File: src/rtl/pipe_controller_if.sv
// ID-stage decode/sequencing bundle between the IF/ID-ID/EX glue (master)
// and pipe_controller (slave).
interface pipe_controller_if;
  logic [6:0] Opcode;
  logic [6:0] Funct7;
  logic       InstrValid;
  logic [4:0] ID_Rs1;
  logic [4:0] ID_Rs2;
  logic [4:0] EX_Rd;
  logic       EX_MemRead;
  logic       EX_Redirect;

  logic       ALUSrc;
  logic       MemtoReg;
  logic       RegWrite;
  logic       MemRead;
  logic       MemWrite;
  logic       Branch;
  logic       Jal;
  logic       Jalr;
  logic       Halt;
  logic       MulDiv;
  logic [1:0] ALUOp;
  logic       PCWrite;
  logic       IFIDWrite;
  logic       IFIDFlush;
  logic       IDEXBubble;
  logic       MulDivBusy;
  logic       Halted;

  modport master (
    output Opcode, Funct7, InstrValid, ID_Rs1, ID_Rs2, EX_Rd, EX_MemRead, EX_Redirect,
    input  ALUSrc, MemtoReg, RegWrite, MemRead, MemWrite, Branch, Jal, Jalr, Halt, MulDiv,
    input  ALUOp, PCWrite, IFIDWrite, IFIDFlush, IDEXBubble, MulDivBusy, Halted
  );

  modport slave (
    input  Opcode, Funct7, InstrValid, ID_Rs1, ID_Rs2, EX_Rd, EX_MemRead, EX_Redirect,
    output ALUSrc, MemtoReg, RegWrite, MemRead, MemWrite, Branch, Jal, Jalr, Halt, MulDiv,
    output ALUOp, PCWrite, IFIDWrite, IFIDFlush, IDEXBubble, MulDivBusy, Halted
  );
endinterface

File: src/rtl/pipe_controller.sv
// ID-stage decoder and pipeline sequencer: load-use stall, redirect flush,
// multi-cycle mul/div freeze and halt drain into a sticky halted state.
module pipe_controller #(
  parameter int MULDIV_EN    = 1,
  parameter int MULDIV_LAT   = 4,
  parameter int DRAIN_CYCLES = 3
) (
  input  logic             clk,
  input  logic             rst_n,
  pipe_controller_if.slave bus
);
  localparam int CNT_MAX = (MULDIV_LAT > DRAIN_CYCLES) ? MULDIV_LAT : DRAIN_CYCLES;
  localparam int CW      = $clog2(CNT_MAX + 1);

  localparam logic [6:0] OP_R    = 7'b0110011;
  localparam logic [6:0] OP_I    = 7'b0010011;
  localparam logic [6:0] OP_LW   = 7'b0000011;
  localparam logic [6:0] OP_SW   = 7'b0100011;
  localparam logic [6:0] OP_BR   = 7'b1100011;
  localparam logic [6:0] OP_LUI  = 7'b0110111;
  localparam logic [6:0] OP_JAL  = 7'b1101111;
  localparam logic [6:0] OP_JALR = 7'b1100111;
  localparam logic [6:0] OP_HALT = 7'b1111111;

  typedef enum logic [1:0] {RUN, MULDIV, DRAIN, HALTED} state_e;

  state_e        state_q, state_d;
  logic [CW-1:0] cnt_q, cnt_d;

  // {ALUSrc, MemtoReg, RegWrite, MemRead, MemWrite, Branch, Jal, Jalr, Halt, MulDiv, ALUOp}
  logic [11:0] ctrl_raw;
  logic [11:0] ctrl_out;
  logic        rs1_used, rs2_used;
  logic        hazard, redirect, bubble, issue;
  logic        pc_write, ifid_write, ifid_flush, idex_bubble, busy, halted;

  always_comb begin
    ctrl_raw = '0;
    rs1_used = 1'b1;
    rs2_used = 1'b0;
    case (bus.Opcode)
      OP_R: begin
        ctrl_raw = 12'b0010_0000_0010;
        ctrl_raw[2] = (MULDIV_EN != 0) && (bus.Funct7 == 7'b0000001);
        rs2_used = 1'b1;
      end
      OP_I:    ctrl_raw = 12'b1010_0000_0010;
      OP_LW:   ctrl_raw = 12'b1111_0000_0000;
      OP_SW: begin
        ctrl_raw = 12'b1000_1000_0000;
        rs2_used = 1'b1;
      end
      OP_BR: begin
        ctrl_raw = 12'b0000_0100_0001;
        rs2_used = 1'b1;
      end
      OP_LUI: begin
        ctrl_raw = 12'b1010_0000_0011;
        rs1_used = 1'b0;
      end
      OP_JAL: begin
        ctrl_raw = 12'b0010_0010_0000;
        rs1_used = 1'b0;
      end
      OP_JALR: ctrl_raw = 12'b1010_0001_0011;
      OP_HALT: ctrl_raw = 12'b0000_0000_1000;
      default: ctrl_raw = '0;
    endcase
  end

  always_comb begin
    hazard   = bus.InstrValid && bus.EX_MemRead && (bus.EX_Rd != '0) &&
               ((rs1_used && (bus.EX_Rd == bus.ID_Rs1)) ||
                (rs2_used && (bus.EX_Rd == bus.ID_Rs2)));
    redirect = (state_q == RUN) && bus.EX_Redirect;
    bubble   = (state_q != RUN) || redirect || hazard;
    issue    = rst_n && bus.InstrValid && !bubble;
  end

  always_ff @(posedge clk) begin
    if (!rst_n) begin
      state_q <= RUN;
      cnt_q   <= '0;
    end else begin
      state_q <= state_d;
      cnt_q   <= cnt_d;
    end
  end

  always_comb begin
    state_d = state_q;
    cnt_d   = cnt_q;
    case (state_q)
      RUN: begin
        if (issue && ctrl_raw[2]) begin
          state_d = MULDIV;
          cnt_d   = CW'(MULDIV_LAT);
        end else if (issue && ctrl_raw[3]) begin
          state_d = DRAIN;
          cnt_d   = CW'(DRAIN_CYCLES);
        end
      end
      MULDIV: begin
        cnt_d = cnt_q - CW'(1);
        if (cnt_q == CW'(1)) state_d = RUN;
      end
      DRAIN: begin
        cnt_d = cnt_q - CW'(1);
        if (cnt_q == CW'(1)) state_d = HALTED;
      end
      default: state_d = HALTED;
    endcase
  end

  // Reset forces the frozen/bubble output pattern before the state register clears.
  always_comb begin
    ctrl_out    = '0;
    pc_write    = 1'b0;
    ifid_write  = 1'b0;
    ifid_flush  = 1'b0;
    idex_bubble = 1'b1;
    busy        = 1'b0;
    halted      = 1'b0;
    if (rst_n) begin
      case (state_q)
        RUN: begin
          ctrl_out    = ctrl_raw & {12{issue}};
          pc_write    = redirect || !hazard;
          ifid_write  = redirect || !hazard;
          ifid_flush  = redirect;
          idex_bubble = bubble;
        end
        MULDIV:  busy   = 1'b1;
        DRAIN:   ;
        default: halted = 1'b1;
      endcase
    end
  end

  assign {bus.ALUSrc, bus.MemtoReg, bus.RegWrite, bus.MemRead, bus.MemWrite,
          bus.Branch, bus.Jal, bus.Jalr, bus.Halt, bus.MulDiv, bus.ALUOp} = ctrl_out;
  assign bus.PCWrite    = pc_write;
  assign bus.IFIDWrite  = ifid_write;
  assign bus.IFIDFlush  = ifid_flush;
  assign bus.IDEXBubble = idex_bubble;
  assign bus.MulDivBusy = busy;
  assign bus.Halted     = halted;
endmodule

File: src/flat_wrapper.sv
// flat-port wrapper written by rule: the top's interface ports become plain ports
module pipe_controller_flat 
#(
  parameter int MULDIV_EN    = 1,
  parameter int MULDIV_LAT   = 4,
  parameter int DRAIN_CYCLES = 3
)
  (clk, rst_n, bus_Opcode, bus_Funct7, bus_InstrValid, bus_ID_Rs1, bus_ID_Rs2, bus_EX_Rd, bus_EX_MemRead, bus_EX_Redirect, bus_ALUSrc, bus_MemtoReg, bus_RegWrite, bus_MemRead, bus_MemWrite, bus_Branch, bus_Jal, bus_Jalr, bus_Halt, bus_MulDiv, bus_ALUOp, bus_PCWrite, bus_IFIDWrite, bus_IFIDFlush, bus_IDEXBubble, bus_MulDivBusy, bus_Halted);
  pipe_controller_if bus_i ();
  input  logic clk;
  input  logic rst_n;
  input wire logic [$bits(bus_i.Opcode)-1:0] bus_Opcode;
  input wire logic [$bits(bus_i.Funct7)-1:0] bus_Funct7;
  input wire logic [$bits(bus_i.InstrValid)-1:0] bus_InstrValid;
  input wire logic [$bits(bus_i.ID_Rs1)-1:0] bus_ID_Rs1;
  input wire logic [$bits(bus_i.ID_Rs2)-1:0] bus_ID_Rs2;
  input wire logic [$bits(bus_i.EX_Rd)-1:0] bus_EX_Rd;
  input wire logic [$bits(bus_i.EX_MemRead)-1:0] bus_EX_MemRead;
  input wire logic [$bits(bus_i.EX_Redirect)-1:0] bus_EX_Redirect;
  output wire logic [$bits(bus_i.ALUSrc)-1:0] bus_ALUSrc;
  output wire logic [$bits(bus_i.MemtoReg)-1:0] bus_MemtoReg;
  output wire logic [$bits(bus_i.RegWrite)-1:0] bus_RegWrite;
  output wire logic [$bits(bus_i.MemRead)-1:0] bus_MemRead;
  output wire logic [$bits(bus_i.MemWrite)-1:0] bus_MemWrite;
  output wire logic [$bits(bus_i.Branch)-1:0] bus_Branch;
  output wire logic [$bits(bus_i.Jal)-1:0] bus_Jal;
  output wire logic [$bits(bus_i.Jalr)-1:0] bus_Jalr;
  output wire logic [$bits(bus_i.Halt)-1:0] bus_Halt;
  output wire logic [$bits(bus_i.MulDiv)-1:0] bus_MulDiv;
  output wire logic [$bits(bus_i.ALUOp)-1:0] bus_ALUOp;
  output wire logic [$bits(bus_i.PCWrite)-1:0] bus_PCWrite;
  output wire logic [$bits(bus_i.IFIDWrite)-1:0] bus_IFIDWrite;
  output wire logic [$bits(bus_i.IFIDFlush)-1:0] bus_IFIDFlush;
  output wire logic [$bits(bus_i.IDEXBubble)-1:0] bus_IDEXBubble;
  output wire logic [$bits(bus_i.MulDivBusy)-1:0] bus_MulDivBusy;
  output wire logic [$bits(bus_i.Halted)-1:0] bus_Halted;
  assign bus_i.Opcode = bus_Opcode;
  assign bus_i.Funct7 = bus_Funct7;
  assign bus_i.InstrValid = bus_InstrValid;
  assign bus_i.ID_Rs1 = bus_ID_Rs1;
  assign bus_i.ID_Rs2 = bus_ID_Rs2;
  assign bus_i.EX_Rd = bus_EX_Rd;
  assign bus_i.EX_MemRead = bus_EX_MemRead;
  assign bus_i.EX_Redirect = bus_EX_Redirect;
  assign bus_ALUSrc = bus_i.ALUSrc;
  assign bus_MemtoReg = bus_i.MemtoReg;
  assign bus_RegWrite = bus_i.RegWrite;
  assign bus_MemRead = bus_i.MemRead;
  assign bus_MemWrite = bus_i.MemWrite;
  assign bus_Branch = bus_i.Branch;
  assign bus_Jal = bus_i.Jal;
  assign bus_Jalr = bus_i.Jalr;
  assign bus_Halt = bus_i.Halt;
  assign bus_MulDiv = bus_i.MulDiv;
  assign bus_ALUOp = bus_i.ALUOp;
  assign bus_PCWrite = bus_i.PCWrite;
  assign bus_IFIDWrite = bus_i.IFIDWrite;
  assign bus_IFIDFlush = bus_i.IFIDFlush;
  assign bus_IDEXBubble = bus_i.IDEXBubble;
  assign bus_MulDivBusy = bus_i.MulDivBusy;
  assign bus_Halted = bus_i.Halted;
  pipe_controller #(.MULDIV_EN(MULDIV_EN), .MULDIV_LAT(MULDIV_LAT), .DRAIN_CYCLES(DRAIN_CYCLES)) u_core (.clk(clk), .rst_n(rst_n), .bus(bus_i));
endmodule
File: config.mk
export PLATFORM = sky130hd
export DESIGN_NAME = pipe_controller_flat
export DESIGN_NICKNAME = d
export VERILOG_FILES = /design/src/rtl/pipe_controller_if.sv /design/src/rtl/pipe_controller.sv /design/src/flat_wrapper.sv
export SDC_FILE = /design/constraint.sdc
export NUM_CORES = 1
export LEC_CHECK = 0
export ABC_AREA = 1
export CAP_MARGIN = 0
export CORE_ASPECT_RATIO = 2
export CORE_MARGIN = 2
export CORE_UTILIZATION = 35
export DETAILED_ROUTE_END_ITERATION = 8
export HOLD_SLACK_MARGIN = 0.02
export PLACE_DENSITY = 0.77
export SYNTH_ARGS = -nofsm -noshare
export SYNTH_HDL_FRONTEND = slang
export SYNTH_SLANG_ARGS = --single-unit
export TNS_END_PERCENT = 30
File: constraint.sdc
create_clock -name clk -period 1.7 [get_ports clk]
set_input_delay 0.255 -clock clk [delete_from_list [all_inputs] [get_ports clk]]
set_output_delay 0.255 -clock clk [all_outputs]
set_load 0.01 [all_outputs]
==> reports/metrics.cfg <==
[cts]
cts_tree=built
clkTransAtPathRegs_ns=0.04
cts_max_path_buffers=2
clock_latency_ns=0.23
htreeDepth=1
cts_root_buf=clkbuf_8
cts.sinks=5
cts_buffers=3

[place]
globalplace.congestion=0.704
dp_hpwl_um=2510
io_buffers=51
placed_area_mm2=0.00169

[logic_synthesis]
synth_cells=166
syn-cell-area_um2=925
synthArstFlopShare_pct=0
synth_area_leader_cell=nand2_1
synth.ff_latch_count=5
yosysWarnings=0
synth_top_area_share_pct=20.7
ys_types=25
syn_avg_cell_area_um2=5.57
ys_seq_area_share_pct=10.8
synth_ff_type=dfxtp_1
syn_nets=206
synth.area.top_cells=nand2_1, inv_1, dfxtp_1
synth_edf_count=0

[drt]
dr_total_vias=1347
drtPass1Iterations=4
drt_wl_total_um=3570
drt-initial-drc-count=29
drc=0
viasPerCell=4.73
antenna_left=0
routedWlPerCell_um=12.5

[global_route]
grt_pass1_vias=1315
grt_max_degree=10
antenna_found_initial=0
grt_usage_pct=23.5
grt_pass1_wl_um=5210
grt-ovfl-total=0

[critical_path]
crit_required_ns=1.44
endpoint_kind=output pin
crit_type=in2out
start_kind=primary input
crit_fanout=3
worstPathArrival_ns=1.54
ff2ff_setup_slack_ns=0.09

[cells_and_area]
n_antenna_cell=0
mostFrequentLayoutCells=nand2_1, buf_4, inv_1, buf_2, nor2_1
syn_to_final_growth_pct=99.2
nets=298
stdcell_area_mm2=0.00184
drive_above_1_share_pct=48.6
final_common_cell=nand2_1

[timing]
fmax_mhz=558
worst_pin_slew_ns=0.246
maxSlewHeadroom_pct=83.6
setup_violations=9
finalCritPeriodShare_pct=105
finClkSkew_ns=0.00152
rsz0062_at_grt=true
slew_violations=0
whs_ns=0.540
layout_min_cycle_time_ns=1.79
worst_slack_ns=-0.0908
finalHoldViolCount=0

[die]
start_util_pct=36.4
fp-row-count=26
die_area_mm2=0.00309
core_area_mm2=0.00254
dieHeight_um=76.7
pin_count=52
die_x_um=40.3

[status]
status=finished with violations
violations=setup timing

[power_and_ir_drop]
total_power_mw=1.48
max-vdd-ir-drop_mv=0.933
cellPowerDensity_mw_per_mm2=802
p_leak_nw=0.987

[job]
maxCapViolCount=0

[hold_path]
hp-class=reg2reg

repair_timing:
| action | CTS | global route |
|---|---|---|
| hold buffers | 0 | 0 |
| gates resized for setup | 159 | 27 |
| pin swaps | 17 | 15 |
| setup endpoints to repair | 23 | 21 |
| cloned | 0 | 0 |
| buffers inserted | 7 | 3 |
critical path, cell delays in order:
cell and delay (ns):
buf_2 0.13, nand2_1 0.07, nor2_2 0.13, nand2_1 0.08
nand2_1 0.07, inv_1 0.05, nand2_2 0.06, nand2_2 0.06
nand2_4 0.08, nand2_4 0.05, a31o_4 0.23, nor2_2 0.11
buf_2 0.13
Yosys cell counts (3+ instances only):
cell type and number:
nor3_1 4, nor2_2 4, nand2_2 3, ha_1 6
xnor2_1 3, nand3_1 8, nand4_1 4, dfxtp_1 5
buf_4 3, inv_1 34, nand2_1 51, nor2_1 19
a21oi_1 6, nand2_4 3
layer usage:
metal | wire length, µm | share of wire, % | GRT usage (%) | vias to the layer above
met1 | 1140 | 32 | 19.6 | 601
met2 | 2140 | 60 | 44.6 | 44
met3 | 134 | 3.8 | 3.76 | 13
li1 | - | - | - | 689
met4 | 147 | 4.1 | 12.3 | 0
met5 | 0 | 0 | 0 | -
metrics by stage:
step           util, %  cells  setup TNS (ns)  setup WS (ns)
2_1_floorplan        -    166         -0.0568        -0.0222
6_report          72.6    285          -0.275        -0.0908
3_3_place_gp      66.6    272          -14.57         -0.876
4_1_cts           70.3    283          -0.241        -0.0692
3_5_place_dp      66.6    272          -14.81         -0.878
5_1_grt           72.6    285           -1.73         -0.191
worst paths after layout:
check                    endpoint         startpoint  cells past startpoint
setup / recovery       bus_ALUSrc      bus_Opcode[5]                     13
setup reg to reg  u_core.cnt_q[0]  u_core.state_q[1]                     11
hold / removal    u_core.cnt_q[2]    u_core.cnt_q[2]                      2
hold reg to reg   u_core.cnt_q[2]    u_core.cnt_q[2]                      2
power breakdown:
group / internal, mW / switching, mW / total [mW]
Combinational: 0.477 / 0.559 / 1.04
Sequential: 0.178 / 0.0369 / 0.215
Clock: 0.161 / 0.0645 / 0.226
kinds of logic (layout without fill, tap and decap cells):
kind of cell             after synthesis  count (layout)  synth area share [%]
adder cells (fa/ha/maj)                6               6                  8.12
AND/OR/NAND/NOR                      100             100                  51.3
buffers and inverters                 37             128                  16.2
AO/OA/AOI/OAI                         14              14                  9.74
flip-flops                             5               5                  10.8
XOR/XNOR                               4               4                  3.79
final cells by class:
cell class / count / area, µm²
multi-input combinational: 124 / 830
clock buffer: 4 / 45.0
tap: 28 / 35.0
timing repair buffer: 90 / 702
sequential: 5 / 103
fill: 207 / 696
inverter: 34 / 128
flip-flops by register name, summed over array words and instances (netlist names):
signal and flops:
u_core.cnt_q 3, u_core.state_q 2
No activity file was read; power rests on OpenSTA's default activity.
